`src/rtl/avg_threshold_detector.sv`:
```
// Threshold detector with hysteresis on a strobed averaged sample. Crossings are debounced over
// CONFIRM consecutive strobes; drives alarm level, edge pulses, a saturating rise counter and peak.
module avg_threshold_detector #(
  parameter int unsigned WIDTH   = 8,
  parameter int unsigned CONFIRM = 3,
  parameter int unsigned CNT_W   = 8
) (
  input  logic             clk,
  input  logic             rst_n,
  input  logic [WIDTH-1:0] avg_in,
  input  logic             avg_valid,
  input  logic [WIDTH-1:0] thr_hi,
  input  logic [WIDTH-1:0] thr_lo,
  input  logic             clear,
  output logic             alarm,
  output logic             rise_pulse,
  output logic             fall_pulse,
  output logic [CNT_W-1:0] event_count,
  output logic [WIDTH-1:0] peak,
  output logic             cfg_err
);

  typedef enum logic [1:0] {StIdle, StArming, StAlarm, StReleasing} state_e;

  localparam logic [3:0]       ConfirmCnt = 4'(CONFIRM);
  localparam logic [CNT_W-1:0] CountMax   = '1;

  state_e           state_q, state_d;
  logic [3:0]       cnt_q, cnt_d, cnt_inc;
  logic             cnt_done;
  logic             cfg_bad, accept, is_hi, is_lo;
  logic             alarm_d;
  logic [WIDTH-1:0] peak_d, peak_max;
  logic [CNT_W-1:0] count_d;

  // Inverted thresholds disable sample qualification using the live threshold values.
  assign cfg_bad  = thr_lo > thr_hi;
  assign accept   = avg_valid && !cfg_bad;
  assign is_hi    = avg_in > thr_hi;
  assign is_lo    = avg_in < thr_lo;
  assign cnt_inc  = cnt_q + 4'd1;
  assign cnt_done = (cnt_inc == ConfirmCnt);
  assign peak_max = (avg_in > peak) ? avg_in : peak;

  always_comb begin
    state_d = state_q;
    cnt_d   = cnt_q;
    peak_d  = peak;
    count_d = event_count;
    if (clear) begin
      state_d = StIdle;
      cnt_d   = 4'd0;
      peak_d  = '0;
      count_d = '0;
    end else if (accept) begin
      unique case (state_q)
        StIdle: begin
          if (is_hi) begin
            if (ConfirmCnt == 4'd1) begin
              state_d = StAlarm;
              peak_d  = avg_in;
            end else begin
              state_d = StArming;
              cnt_d   = 4'd1;
            end
          end
        end
        StArming: begin
          if (is_hi) begin
            if (cnt_done) begin
              state_d = StAlarm;
              cnt_d   = 4'd0;
              peak_d  = avg_in;
            end else begin
              cnt_d = cnt_inc;
            end
          end else begin
            state_d = StIdle;
            cnt_d   = 4'd0;
          end
        end
        StAlarm: begin
          peak_d = peak_max;
          if (is_lo) begin
            if (ConfirmCnt == 4'd1) begin
              state_d = StIdle;
            end else begin
              state_d = StReleasing;
              cnt_d   = 4'd1;
            end
          end
        end
        StReleasing: begin
          peak_d = peak_max;
          if (is_lo) begin
            if (cnt_done) begin
              state_d = StIdle;
              cnt_d   = 4'd0;
            end else begin
              cnt_d = cnt_inc;
            end
          end else begin
            state_d = StAlarm;
            cnt_d   = 4'd0;
          end
        end
        default: begin
          state_d = StIdle;
          cnt_d   = 4'd0;
        end
      endcase
    end
    alarm_d = (state_d == StAlarm) || (state_d == StReleasing);
    if (!clear && alarm_d && !alarm && (event_count != CountMax)) begin
      count_d = event_count + CNT_W'(1);
    end
  end

  always_ff @(posedge clk or negedge rst_n) begin
    if (!rst_n) begin
      state_q     <= StIdle;
      cnt_q       <= 4'd0;
      alarm       <= 1'b0;
      rise_pulse  <= 1'b0;
      fall_pulse  <= 1'b0;
      event_count <= '0;
      peak        <= '0;
      cfg_err     <= 1'b0;
    end else begin
      state_q     <= state_d;
      cnt_q       <= cnt_d;
      alarm       <= alarm_d;
      rise_pulse  <= alarm_d && !alarm;
      // A clear-forced drop is silent.
      fall_pulse  <= !alarm_d && alarm && !clear;
      event_count <= count_d;
      peak        <= peak_d;
      cfg_err     <= cfg_bad;
    end
  end

endmodule

```
`config.mk`:
```
export PLATFORM = sky130hd
export DESIGN_NAME = avg_threshold_detector
export DESIGN_NICKNAME = d
export VERILOG_FILES = /design/src/rtl/avg_threshold_detector.sv
export SDC_FILE = /design/constraint.sdc
export NUM_CORES = 1
export LEC_CHECK = 0
export CORE_MARGIN = 5
export CORE_UTILIZATION = 40
export CTS_BUF_LIST = sky130_fd_sc_hd__clkbuf_8
export CTS_CLUSTER_SIZE = 14
export DETAILED_ROUTE_END_ITERATION = 6
export GPL_ROUTABILITY_DRIVEN = 0
export GPL_TIMING_DRIVEN = 0
export PLACE_DENSITY = 0.7
export SYNTH_ARGS = -nofsm -noshare
export SYNTH_HDL_FRONTEND = slang
export SYNTH_SLANG_ARGS = --single-unit
```
`constraint.sdc`:
```
create_clock -name clk -period 3.7 [get_ports clk]
set_clock_uncertainty 0.2 [all_clocks]
set_input_delay 0.925 -clock clk [delete_from_list [all_inputs] [get_ports clk]]
set_output_delay 0.925 -clock clk [all_outputs]
set_load 0.05 [all_outputs]
```
==> impl_metrics.env, run 1 <==
export IMPL_outcome="complete, no violations"
export IMPL_detail_route_vias_per_cell=5.20
export IMPL_die_height_um=83.5
export IMPL_clk_pin_slew_worst_paths_ns=0.09
export IMPL_holdWs_ns=0.336
export IMPL_io_pins=48
export IMPL_finish_net_count=348
export IMPL_worst_setup_path_end_kind="flip-flop"
export IMPL_cts_buffer_depth=2
export IMPL_htree_num_levels=1
export IMPL_cts_tree="yes"
export IMPL_max_cap_violations=0
export IMPL_synth_ff_latch_count=26
export IMPL_fin_cells=355
export IMPL_postSynthAreaPerCell_sq_um=9.22
export IMPL_largest_net_degree_at_the_start_of_global_routing=27
export IMPL_hold_violations=0
export IMPL_finalMaxSlewViolations=0
export IMPL_cts_sinks=26
export IMPL_max_clock_freq_ghz=0.279
export IMPL_areaGrowthSynthToFinish_pct=28.4
export IMPL_core_area_sq_um=5170
export IMPL_grt_pass1_wl_mm=8.80
export IMPL_finalCritPeriodShare=0.969
export IMPL_postCtsSetupRepairBufs=0
export IMPL_cts_made_buffers=3
export IMPL_die_width_um=83.5
export IMPL_worst_slew_pin_slew_ns=0.606
export IMPL_number_of_placement_rows=26
export IMPL_p_int_uw=451
export IMPL_pwr_density_cell_nw_per_um2=227
export IMPL_initial_core_util=0.417
export IMPL_power_frac_seq=0.463
export IMPL_drive_above_1_share=0.0772
export IMPL_vias=1846
export IMPL_p_leak_nw=1.20
export IMPL_dp_hpwl_mm=4.05
export IMPL_drt_drc_violations_left=0
export IMPL_grt_setup_unrepaired="false"
export IMPL_antenna_violations_before_repair=0
export IMPL_total_die_area_sq_um=6960
export IMPL_power_share_clock=0.301
export IMPL_io_buffer_count=47
export IMPL_mostFrequentLayoutCell="clkdlybuf4s50_1"
export IMPL_antenna_cells=0
export IMPL_worst_skew_pair_late_latency_ns=0.27
export IMPL_postSynthCellCount=234
export IMPL_detail_route_iter0_violations=68
export IMPL_power_switching_fraction=0.283
export IMPL_dr_pass1_iters=4
export IMPL_startpoint_type="input pin"
export IMPL_power_combinational_fraction=0.237
export IMPL_critical_path_required_ns=3.67
export IMPL_netSwitchingPower_uw=178
export IMPL_synth_yosys_seq_area_share=0.301
export IMPL_path_max_fanout=10
export IMPL_report_final_setup_viol=0
export IMPL_syn_area_sq_um=2160
export IMPL_critical_path_class="input pin to flip-flop"
export IMPL_clock_root_buffer="clkbuf_8"
export IMPL_antenna_left=0
export IMPL_filler_cell_count=476
export IMPL_yosys_warnings=0
export IMPL_maxSlewHeadroom=0.596
export IMPL_arrival_ns=3.55
export IMPL_layout_cell_area_non_filler_sq_um=2770
export IMPL_synth_nets=296
export IMPL_ys_types=44
export IMPL_total_grt_usage=0.149
export IMPL_worst_ir_drop_vdd_uv=111
export IMPL_detail_route_wirelength_mm=4.95
export IMPL_min_delay_path_class="flip-flop to flip-flop"
export IMPL_globalRouteOverflowTotal=0
export IMPL_placed_cell_area_sq_um=2720
export IMPL_layout_min_cycle_time_ns=3.58
export IMPL_layout_common_cells="clkdlybuf4s50_1 (46), ha_1 (34), inv_1 (27), dfrtp_1 (26), nor2_1 (21)"
export IMPL_first_global_vias=1900
export IMPL_numPlacedInstances=351
export IMPL_route_detailed_wl_per_inst_um=13.9
power by group through the flow:
| stage | clock network, mW | registers (mW) | logic, mW |
|---|---|---|---|
| finish | 0.189 | 0.291 | 0.149 |
| global route | 0.208 | 0.292 | 0.168 |
| floorplan | 0 | 0.301 | 0.0789 |
| CTS | 0.196 | 0.291 | 0.151 |
| detailed placement | 0 | 0.297 | 0.150 |
| global placement | 0 | 0.296 | 0.146 |
area by class of cell:
cell class | count | area, sq um | area share
repair buffers | 47 | 465 | 0.168
clock buffers | 4 | 55.1 | 0.0199
inverters | 27 | 101 | 0.0366
multi-input cells | 176 | 1380 | 0.498
plain buffers | 5 | 30.0 | 0.0108
flip-flops and latches | 26 | 651 | 0.235
well taps | 70 | 87.6 | 0.0316
path summary, 6_finish.rpt:
| check | slack [ns] | depth (start not counted) | from | to |
|---|---|---|---|---|
| max | 0.12 | 11 | thr_hi[5] | event_count[5]$_DFFE_PN0P_ |
| max reg2reg | 1.20 | 8 | cnt_q[1]$_DFFE_PN0P_ | event_count[5]$_DFFE_PN0P_ |
| min in group asynchronous | 0.44 | 1 | rst_n | peak[2]$_DFFE_PN0P_ |
| max in group asynchronous | 2.47 | 1 | rst_n | cnt_q[2]$_DFFE_PN0P_ |
| min | 0.34 | 1 | alarm$_DFF_PN0_ | rise_pulse$_DFF_PN0_ |
| min reg2reg | 0.34 | 1 | alarm$_DFF_PN0_ | rise_pulse$_DFF_PN0_ |
stage by stage:
step / TNS [ns] / util / power, mW / setup slack [ns]
5_1_grt: 0 / 0.536 / 0.668 / 0.0184
4_1_cts: 0 / 0.536 / 0.637 / 0.117
2_1_floorplan: 0 / - / 0.380 / 0.495
3_3_place_gp: -1.17 / 0.525 / 0.443 / -0.140
3_5_place_dp: -1.64 / 0.525 / 0.446 / -0.180
6_report: 0 / 0.536 / 0.629 / 0.116
critical path, stage by stage:
cell and delay, ns:
clkdlybuf4s50_1 0.45, inv_1 0.06, ha_1 0.31, a211o_1 0.31, o211ai_2 0.09, and4_1 0.24
nor2_1 0.08, o31a_1 0.34, buf_6 0.15, nor3b_1 0.22, mux2_2 0.36
logic make-up after synthesis:
kind of cell	Yosys count	synth area share
buffers and inverters	32	0.0609
flip-flops	26	0.301
XOR/XNOR	1	0.00406
AND/OR/NAND/NOR	79	0.202
AO/OA/AOI/OAI	47	0.162
adder cells (fa/ha/maj)	34	0.197
multiplexers	15	0.0730
metal layers:
metal,GRT usage,share of wire
met1,0.205,0.50
met2,0.246,0.46
met3,0.0188,0.023
met4,0.0439,0.011
met5,0,0
cells in the mapped netlist (all sizes together):
library cell  number  area share
a21oi             14       0.032
a32o               1      0.0046
nor2              21       0.037
inv               27       0.047
and2               3      0.0087
nor3b              4       0.014
and4               2      0.0081
and3b              1      0.0041
ha                34        0.20
buf                2      0.0087
a31oi              2      0.0058
or3b               2      0.0081
nand3              5       0.012
nor3               6       0.014
a21boi             1      0.0035
a31o               2      0.0081
o31a               1      0.0041
a221oi             1       0.012
nor4bb             1      0.0046
xor2               1      0.0041
and3               5       0.014
o21ai              9       0.021
a211o              1      0.0041
a211oi             4       0.014
o21a               1      0.0035
o211ai             4       0.016
nand4              5       0.014
a2111o             1      0.0052
or2                2      0.0058
o21bai             1      0.0035
clkbuf             3      0.0052
nand2              6       0.010
o32ai              2      0.0081
nor2b             11       0.032
mux2               6       0.031
mux2i              9       0.042
o31ai              2       0.016
dfrtp             26        0.30
nand2b             3      0.0087
nand3b             1      0.0035
or3                1      0.0029
state kept, by name, summed over array words and instances, names as in the netlist:
| name | cells |
|---|---|
| alarm | 1 |
| cfg_err | 1 |
| cnt_q | 4 |
| event_count | 8 |
| fall_pulse | 1 |
| peak | 8 |
| rise_pulse | 1 |
| state_q | 2 |
what timing repair did:
item                       4_1_cts  5_1_grt
setup endpoints to repair        0        1
gates resized for setup          0        1
hold buffers                     0        0
No activity file was read; power rests on OpenSTA's default activity.
==> run 2, diff against run 1 <==
- CTS_CLUSTER_SIZE: 14 -> 40
==> results of run 2 <==
Same layout as run 1: the final DEF is identical, and so are final timing and power.
==> run 3, diff against run 2 <==
- CAP_MARGIN: not set -> 20
==> run 3 against run 2 <==
  * Sequential cell count stayed put
  * Global-route usage hardly changed
  * Design area is 1.1% higher
  * Wire length is 0.44% higher
  * Via count is 0.16% higher
  * Sequential power hardly changed
  * Register-to-register slack worse by 0.02 ns
  * Fmax is 0.28% lower
  * First-iteration DRC count is 38% higher
  * Utilization is 0.60 points higher
  * Non-clock buffer count is 1 higher
  * Critical path depth stayed put
  * Critical endpoint unchanged
  * Highest routed layer unchanged
==> impl_metrics.env, run 3 (same netlist as run 1, synthesis figures left out) <==
export IMPL_number_of_placement_rows=26
export IMPL_total_die_area_sq_um=6960
export IMPL_arrival_ns=3.56
export IMPL_worst_ir_drop_vdd_uv=152
export IMPL_cts_made_buffers=3
export IMPL_die_height_um=83.5
export IMPL_antenna_violations_before_repair=0
export IMPL_number_of_buffers_and_inverters_on_the_critical_path=3
export IMPL_worst_skew_pair_late_latency_ns=0.27
export IMPL_route_detailed_wl_per_inst_um=14.0
export IMPL_report_final_setup_viol=0
export IMPL_finalMaxSlewViolations=0
export IMPL_finish_net_count=349
export IMPL_layout_common_cells="clkdlybuf4s50_1 (47), ha_1 (34), inv_1 (27), dfrtp_1 (26), nor2_1 (21)"
export IMPL_dr_pass1_iters=4
export IMPL_p_leak_nw=1.21
export IMPL_outcome="complete, no violations"
export IMPL_worst_setup_path_end_kind="flip-flop"
export IMPL_critical_path_class="input pin to flip-flop"
export IMPL_antenna_left=0
export IMPL_grt_setup_unrepaired="false"
export IMPL_layout_cell_area_non_filler_sq_um=2800
export IMPL_antenna_cells=0
export IMPL_io_pins=48
export IMPL_worst_reg_to_reg_setup_slack_ns=1.18
export IMPL_r2r_cells=8
export IMPL_hold_path_startpoint="alarm$_DFF_PN0_"
export IMPL_total_grt_usage=0.150
export IMPL_critical_path_required_ns=3.67
export IMPL_cts_hold_bufs=0
export IMPL_postCtsSetupRepairBufs=0
export IMPL_mostFrequentLayoutCell="clkdlybuf4s50_1"
export IMPL_worstReg2RegStart="cnt_q[1]$_DFFE_PN0P_"
export IMPL_cts_repair_resize_count=0
export IMPL_areaGrowthSynthToFinish_pct=29.9
export IMPL_worstPathCellList="clkdlybuf4s50_1 > inv_1 > ha_1 > a211o_1 > o211ai_2 > and4_1 > nor2_1 > o31a_1 > buf_6 > nor3b_1 > mux2_2"
export IMPL_min_delay_path_class="flip-flop to flip-flop"
export IMPL_drt_drc_violations_left=0
export IMPL_finalCritPeriodShare=0.971
export IMPL_htree_num_levels=1
export IMPL_io_buffer_count=47
export IMPL_die_width_um=83.5
export IMPL_layout_core_utilization=0.542
export IMPL_worst_slew_pin_slew_ns=0.590
export IMPL_cts_buffer_depth=2
export IMPL_path_max_fanout=10
export IMPL_core_area_sq_um=5170
export IMPL_initial_core_util=0.417
export IMPL_min_to="rise_pulse$_DFF_PN0_"
export IMPL_crit_family="compound AO/OA/AOI/OAI gates"
export IMPL_max_stage_delay_ns=0.45
export IMPL_placed_cell_area_sq_um=2730
export IMPL_clk_pin_slew_worst_paths_ns=0.10
export IMPL_largest_net_degree_at_the_start_of_global_routing=20
export IMPL_hold_violations=0
export IMPL_first_global_vias=1895
export IMPL_detail_route_wirelength_mm=4.97
export IMPL_max_cap_violations=0
export IMPL_globalRouteOverflowTotal=0
export IMPL_dp_hpwl_mm=4.08
export IMPL_cpMaxStageDelayCell="clkdlybuf4s50_1"
export IMPL_crit_reg2reg_capture="event_count[5]$_DFFE_PN0P_"
export IMPL_clock_root_buffer="clkbuf_8"
export IMPL_startpoint_type="input pin"
export IMPL_vias=1849
export IMPL_worst_hold_path_num_cells=1
export IMPL_drive_above_1_share=0.0734
export IMPL_max_clock_freq_ghz=0.278
export IMPL_detail_route_iter0_violations=94
export IMPL_cts_tree="yes"
export IMPL_maxSlewHeadroom=0.606
export IMPL_grt_pass1_wl_mm=8.91
export IMPL_holdWs_ns=0.328
export IMPL_layout_min_cycle_time_ns=3.59
export IMPL_detail_route_vias_per_cell=5.19
export IMPL_layout_top_registers="event_count (8), peak (8), cnt_q (4)"
export IMPL_pwr_density_cell_nw_per_um2=243
export IMPL_cts_sinks=26
## run 3: cell type report
class                   count  area (sq um)
well taps                  70          87.6
multi-input cells         176          1380
inverters                  27           101
clock buffers               3          41.3
plain buffers               5          30.0
clock inverters             1          30.0
fillers                   477          2370
repair buffers             48           485
flip-flops and latches     26           651
## run 3: through the flow
stage,setup WS (ns),TNS [ns],total power [mW],instances
floorplan,0.495,0,0.380,234
global placement,-0.140,-1.17,0.443,351
detailed placement,-0.176,-1.57,0.448,352
CTS,0.106,0,0.687,356
global route,0.00193,0,0.721,356
finish,0.106,0,0.681,356
## run 3: report_power, final
group	internal, mW	switching, mW	leakage (nW)
registers	0.287	0.00340	0.361
clock network	0.145	0.0934	0.0357
logic	0.0703	0.0812	0.814
total	0.503	0.178	1.21
## run 3: worst max-delay path by stage
stage | start | endpoint | depth (start not counted)
after floorplan | thr_hi[5] | event_count[2]$_DFFE_PN0P_ | 10
after global placement | thr_hi[5] | event_count[5]$_DFFE_PN0P_ | 11
after detailed placement | thr_hi[5] | event_count[5]$_DFFE_PN0P_ | 11
after CTS | thr_hi[5] | event_count[5]$_DFFE_PN0P_ | 11
after global routing | thr_hi[5] | event_count[4]$_DFFE_PN0P_ | 11
final | thr_hi[5] | event_count[5]$_DFFE_PN0P_ | 11
## run 3: per-layer routing
metal	wire length [um]	GRT usage
met1	2520	0.214
met2	2310	0.244
met3	81	0.0138
met4	55	0.0351
met5	0	0
